<file path="config.mk">
export PLATFORM = sky130hd
export DESIGN_NAME = com_receiver
export DESIGN_NICKNAME = d
export VERILOG_FILES = /design/src/rtl/com_pkg.sv /design/src/rtl/com_byte_timer.sv /design/src/rtl/com_receiver.sv
export SDC_FILE = /design/constraint.sdc
export NUM_CORES = 1
export LEC_CHECK = 0
export ABC_AREA = 1
export CAP_MARGIN = 20
export CORE_UTILIZATION = 50
export CTS_BUF_LIST = sky130_fd_sc_hd__clkbuf_4
export CTS_CLUSTER_SIZE = 30
export DETAILED_ROUTE_END_ITERATION = 12
export GPL_TIMING_DRIVEN = 0
export MAX_ROUTING_LAYER = met4
export PLACE_DENSITY = 0.81
export SKIP_CTS_REPAIR_TIMING = 1
export SYNTH_ARGS = -nofsm -noshare
export SYNTH_HDL_FRONTEND = slang
export SYNTH_SLANG_ARGS = --single-unit
</file>
<file path="constraint.sdc">
create_clock -name clk -period 2.5 [get_ports clk]
set_input_delay 0.5 -clock clk [delete_from_list [all_inputs] [get_ports clk]]
set_output_delay 0.5 -clock clk [all_outputs]
set_load 0.02 [all_outputs]
</file>
<file path="src/rtl/com_pkg.sv">
`default_nettype none
// ============================================================================
// Module   : com_pkg
// Purpose  : Shared types and constants for the command receiver and the
//            command processor it feeds.
//            rx_state_t - two-state byte-assembly FSM encoding
//            ACK / NACK - response codes agreed with the command processor
// Revision : 1.0 - initial release
// ============================================================================
package com_pkg;

    typedef enum logic {
        IDLE = 1'b0,    // waiting for the high byte
        LOW  = 1'b1     // high byte held, waiting for the low byte
    } rx_state_t;

    localparam logic [7:0] ACK  = 8'hA5;
    localparam logic [7:0] NACK = 8'hEE;

endpackage
`default_nettype wire

</file>
<file path="src/rtl/com_byte_timer.sv">
`default_nettype none
// ============================================================================
// Module   : com_byte_timer
// Purpose  : Inter-byte timeout counter. Cleared when a high byte is captured,
//            counts while enabled, saturates at TIMEOUT_CYCLES-1.
// Ports    : clk     in  system clock
//            rst     in  synchronous active-high reset
//            clr     in  restart the count from zero
//            en      in  count this cycle
//            expired out count has reached TIMEOUT_CYCLES-1
// Revision : 1.0 - initial release
// ============================================================================
module com_byte_timer #(
    parameter int TIMEOUT_CYCLES = 1_000_000
) (
    input  logic clk,
    input  logic rst,
    input  logic clr,
    input  logic en,
    output logic expired
);

    localparam int              W      = $clog2(TIMEOUT_CYCLES + 1);
    localparam logic [W-1:0]    c_last = W'(TIMEOUT_CYCLES - 1);

    generate
        if (TIMEOUT_CYCLES < 1) begin : g_bad_timeout
            $error("com_byte_timer: TIMEOUT_CYCLES must be at least 1");
        end
    endgenerate

    logic [W-1:0] r_count;

    // Holds at the terminal value rather than wrapping, so a stalled FSM can
    // never see the timeout disappear.
    always_ff @(posedge clk) begin
        if (rst || clr) begin
            r_count <= '0;
        end else if (en && (r_count != c_last)) begin
            r_count <= r_count + W'(1);
        end
    end

    assign expired = (r_count == c_last);

endmodule
`default_nettype wire

</file>
<file path="src/rtl/com_receiver.sv">
`default_nettype none
// ============================================================================
// Module   : com_receiver
// Purpose  : Assembles two UART bytes (high first) into a 16-bit command for
//            the command processor and returns its 8-bit response over the
//            UART transmitter.
// Ports    : clk, rst                  clock, synchronous active-high reset
//            rx_rdy, rx_data           received byte from UART
//            clr_rx_rdy                byte consumed (combinational)
//            cmd, cmd_rdy, clr_cmd_rdy command to the processor + handshake
//            frame_err, overrun        one-cycle error pulses
//            resp, send_resp           response byte + transmit request
//            trmt, tx_data, tx_done    UART transmitter handshake
//            tx_busy, resp_sent        transmit status
// Revision : 1.0 - initial release
// ============================================================================
module com_receiver
    import com_pkg::*;
#(
    parameter int TIMEOUT_CYCLES = 1_000_000
) (
    input  logic        clk,
    input  logic        rst,
    input  logic        rx_rdy,
    input  logic [7:0]  rx_data,
    output logic        clr_rx_rdy,
    output logic [15:0] cmd,
    output logic        cmd_rdy,
    input  logic        clr_cmd_rdy,
    output logic        frame_err,
    output logic        overrun,
    input  logic [7:0]  resp,
    input  logic        send_resp,
    output logic        trmt,
    output logic [7:0]  tx_data,
    input  logic        tx_done,
    output logic        tx_busy,
    output logic        resp_sent
);

    rx_state_t   r_state;
    rx_state_t   w_next_state;
    logic        w_capture_hi;
    logic        w_complete;
    logic        w_timeout;
    logic        w_expired;

    logic [7:0]  r_high;
    logic [15:0] r_cmd;
    logic        r_cmd_rdy;
    logic        r_frame_err;
    logic        r_overrun;
    logic        r_trmt;
    logic [7:0]  r_tx_data;
    logic        r_tx_busy;
    logic        r_resp_sent;

    com_byte_timer #(
        .TIMEOUT_CYCLES (TIMEOUT_CYCLES)
    ) u_timer (
        .clk     (clk),
        .rst     (rst),
        .clr     (w_capture_hi),
        .en      (r_state == LOW),
        .expired (w_expired)
    );

    // ------------------------------------------------------------------
    // RX byte-assembly FSM
    // ------------------------------------------------------------------
    always_ff @(posedge clk) begin
        if (rst) begin
            r_state <= IDLE;
        end else begin
            r_state <= w_next_state;
        end
    end

    always_comb begin
        w_next_state = r_state;
        w_capture_hi = 1'b0;
        w_complete   = 1'b0;
        w_timeout    = 1'b0;
        case (r_state)
            IDLE: begin
                if (rx_rdy) begin
                    w_capture_hi = 1'b1;
                    w_next_state = LOW;
                end
            end
            LOW: begin
                // A byte arriving on the expiry cycle takes priority.
                if (rx_rdy) begin
                    w_complete   = 1'b1;
                    w_next_state = IDLE;
                end else if (w_expired) begin
                    w_timeout    = 1'b1;
                    w_next_state = IDLE;
                end
            end
        endcase
    end

    // Gated by reset so a byte presented during reset is not acknowledged.
    assign clr_rx_rdy = ~rst & (w_capture_hi | w_complete);

    // ------------------------------------------------------------------
    // Command register and TX handshake
    // ------------------------------------------------------------------
    always_ff @(posedge clk) begin
        if (rst) begin
            r_high      <= '0;
            r_cmd       <= '0;
            r_cmd_rdy   <= 1'b0;
            r_frame_err <= 1'b0;
            r_overrun   <= 1'b0;
            r_trmt      <= 1'b0;
            r_tx_data   <= '0;
            r_tx_busy   <= 1'b0;
            r_resp_sent <= 1'b0;
        end else begin
            if (w_capture_hi) begin
                r_high <= rx_data;
            end
            if (w_complete) begin
                r_cmd <= {r_high, rx_data};
            end

            // Completion beats a same-cycle acknowledge.
            if (w_complete) begin
                r_cmd_rdy <= 1'b1;
            end else if (clr_cmd_rdy) begin
                r_cmd_rdy <= 1'b0;
            end

            r_overrun   <= w_complete & r_cmd_rdy & ~clr_cmd_rdy;
            r_frame_err <= w_timeout;

            r_trmt <= 1'b0;
            if (send_resp && !r_tx_busy) begin
                r_tx_data   <= resp;
                r_trmt      <= 1'b1;
                r_tx_busy   <= 1'b1;
                r_resp_sent <= 1'b0;
            end else if (tx_done && r_tx_busy) begin
                r_tx_busy   <= 1'b0;
                r_resp_sent <= 1'b1;
            end
        end
    end

    assign cmd       = r_cmd;
    assign cmd_rdy   = r_cmd_rdy;
    assign frame_err = r_frame_err;
    assign overrun   = r_overrun;
    assign trmt      = r_trmt;
    assign tx_data   = r_tx_data;
    assign tx_busy   = r_tx_busy;
    assign resp_sent = r_resp_sent;

endmodule
`default_nettype wire
</file>
==> summary.txt <==
Drt
  – Routed WL: 5510 µm
  – Vias: 2,352
  – DR iter-0 viols: 144
  – Detail Route Antenna Nets: 0
  – First-pass DRT Iterations: 4
  – Drt drc: 0
  – WL/cell: 11.6 µm
  – Via density per instance: 4.94

Clocking
  – Root Buffer: clkbuf_4
  – H-tree depth: 3
  – Num CTS Buffers: 9
  – Clock transition at path regs: 0.10 ns
  – CTS Buffer Depth: 2
  – CTS tree: yes
  – Worst skew pair latency: 0.40 ns
  – Clk sinks: 59

Power
  – PwrDens: 561 nW/µm²
  – Max VDD drop: 0.377 mV
  – Pleak: 0.00122 µW

Global routing
  – Grt ovf: 0
  – Global Route Usage Sum: 24.0%
  – Largest net degree at the start of global routing: 11
  – Initial antenna violation count: 0
  – Vias in the first global route: 2,141
  – First-pass GRT wire length: 9300 µm

Floorplanning
  – Die H: 72.8 µm
  – Die X: 72.8 µm
  – Initial Util: 52.3%
  – Ports: 53
  – Site Rows: 25
  – Core Region: 4790 µm²
  – Die Area: 5290 µm²

Worst setup path
  – Worst R2R Setup Slack: 0.92 ns
  – Worst r2r path cells: 8
  – Startpoint Class: input pin
  – CP max stage cell: clkdlybuf4s50_1
  – Max incr delay on CP: 0.61 ns
  – Worst r2r src: u_timer.r_count[0]
  – Critical path type: input pin to primary output
  – Critical-path maximum fanout: 5
  – CP top delay family: buffers and inverters
  – Reg2reg end: u_timer.r_count[10]
  – CP endpoint: clr_rx_rdy
  – Crit. End Element: primary output
  – Worst path arrival time: 1.86 ns
  – Required @ worst endpoint: 2.00 ns
  – Worst Path Buf+Inv: 3
  – Crit path depth: 4
  – CP dominant cell by count: clkdlybuf4s50_1
  – Crit path from: rx_rdy
  – Crit path cell chain: clkdlybuf4s50_1, inv_1, nor2_1, clkdlybuf4s50_1

Layout
  – Layout cells sized above 1: 11.2%
  – Area grow syn2layout: 28.2%
  – Reg area: 1180 µm²
  – Antenna Cells: 0
  – Finished layout cell area: 3210 µm²
  – Final net count: 427
  – Core Util, Final: 67.1%
  – Multi-input logic area: 1170 µm²
  – Fill cells: 420

Synth
  – Synth unique cells: 28
  – Most common cell in the synthesized netlist: nand2_1
  – Synthesized net count: 365
  – Synth top area cells: dfxtp_1, nand2_1, nor2_1
  – Seq/Total Area, Yosys: 47.2%
  – Avg Synthesized Cell Area: 7.32 µm²
  – Synth cell count leaders: nand2_1, dfxtp_1, nor2_1, nand3_1, o21ai_0
  – Post-synth ARST share: 0%
  – Top_reg_cell synth: dfxtp_1
  – YS warnings: 0
  – Cell accounting for the most synthesized area: dfxtp_1
  – Syn Inst Count: 342
  – Synth Register Bits: 59
  – Area of the mapped netlist: 2500 µm²
  – Area fraction of the dominant cell type after synthesis: 47.2%
  – Count of flip-flops with a built-in enable after synthesis: 0

Run status
  – Status: finished clean

Placed design
  – Post-DP Area: 3100 µm²
  – PortBufs: 51
  – DP Wirelength: 4130 µm
  – Routability congestion estimate: 0.866

Timing
  – Post-route clock period utilization: 94.4%
  – Rel. slew slack: 75.6%
  – Fin. Hold Viols: 0
  – Clock Skew: 0.00760 ns
  – Setup_tns: 0 ns
  – Worst-Margin Slew: 0.366 ns
  – Pins Over Slew Limit: 0
  – Worst Hold Slack: 0.409 ns
  – Clock period minus worst slack: 2.36 ns
  – Final number of setup-violating endpoints: 0
  – Fmax: 424 MHz
  – RSZ-0062 raised after global routing: no

Job
  – Max Cap Violations: 0

Min path
  – Worst Hold Class: input pin to flop
-- power by group --
group | internal, µW | leakage [µW] | switching (µW)
Sequential | 979 | 0.000481 | 21.2
Combinational | 104 | 0.000675 | 129
Clock | 222 | 0.0000643 | 345
-- registers in the layout, summed over array words and instances (netlist names) --
signal	count
cmd_rdy	1
resp_sent	1
u_timer.r_count	20
cmd	16
trmt	1
overrun	1
tx_busy	1
frame_err	1
r_high	8
tx_data	8
r_state	1
-- worst min-delay path by stage --
stage / slack, ns / end / start / depth (start not counted)
after CTS: 0.39 / cmd[15] / rst / 2
after global placement: 0.45 / cmd[15] / r_high[7] / 2
after detailed placement: 0.46 / cmd[15] / r_high[7] / 2
after floorplan: 0.44 / cmd[15] / r_high[7] / 2
after global routing: 0.39 / cmd[15] / rst / 2
final: 0.41 / cmd[15] / rst / 2
-- layout make-up --
type / instances / share of cell area (%)
flip-flops and latches: 59 / 36.8
well taps: 67 / 2.61
multi-input cells: 244 / 36.3
plain buffers: 9 / 1.36
inverters: 30 / 3.51
clock buffers: 11 / 2.57
clock inverters: 5 / 0.935
repair buffers: 51 / 15.9
-- logic make-up after synthesis --
kind of cell               synth area share [%]
xor gates and xnor gates                   1.05
DFF                                        47.2
adders and majority gates                 0.500
and+or+nand+nor                            33.8
buffers and inverters                      6.25
AOI/OAI and AO/OA                          11.2
-- worst reg2reg max path, delay by kind of cell, from the launching register on --
| family | cells | cell delay, ns |
|---|---|---|
| flops | 1 | 0.41 |
| fa+ha+maj | 1 | 0.24 |
| simple gates | 6 | 0.76 |
| compound gates | 1 | 0.11 |
-- cell usage in the layout, fill, tap and decap left out, types with 2 or more instances in the layout --
master           netlist  routed
nand2_2                2       2
clkinv_2               0       2
buf_2                  8       8
clkinv_1               2       3
a21oi_1               23      23
nand4_1                2       2
nor2_2                 9       9
nand3_1               28      28
nand2_1               74      74
clkdlybuf4s50_1        0      51
xor2_1                 2       2
inv_1                 24      24
nor3_1                 9       9
nand3b_1               3       3
or2_0                  2       2
nor2_4                 2       2
clkbuf_4               0      11
a21oi_2                2       2
o21ai_0               28      28
inv_2                  4       4
dfxtp_1               59      59
nor2_1                50      50
-- through the flow --
stage                     setup slack, ns  std cells  power (µW)
after floorplan                      1.04        342        1140
after global placement              0.159        460        1250
after detailed placement            0.166        460        1260
after CTS                           0.151        476        1820
after global routing               0.0986        476        1890
final                               0.139        476        1800
-- routing by layer --
metal	vias up	GRT usage [%]	routed length, µm
met1	1053	28.4	2480
met2	57	38.1	2660
met3	12	4.97	261
li1	1230	-	-
met5	-	-	0
met4	0	13.1	109
No activity file was read; power rests on OpenSTA's default activity.
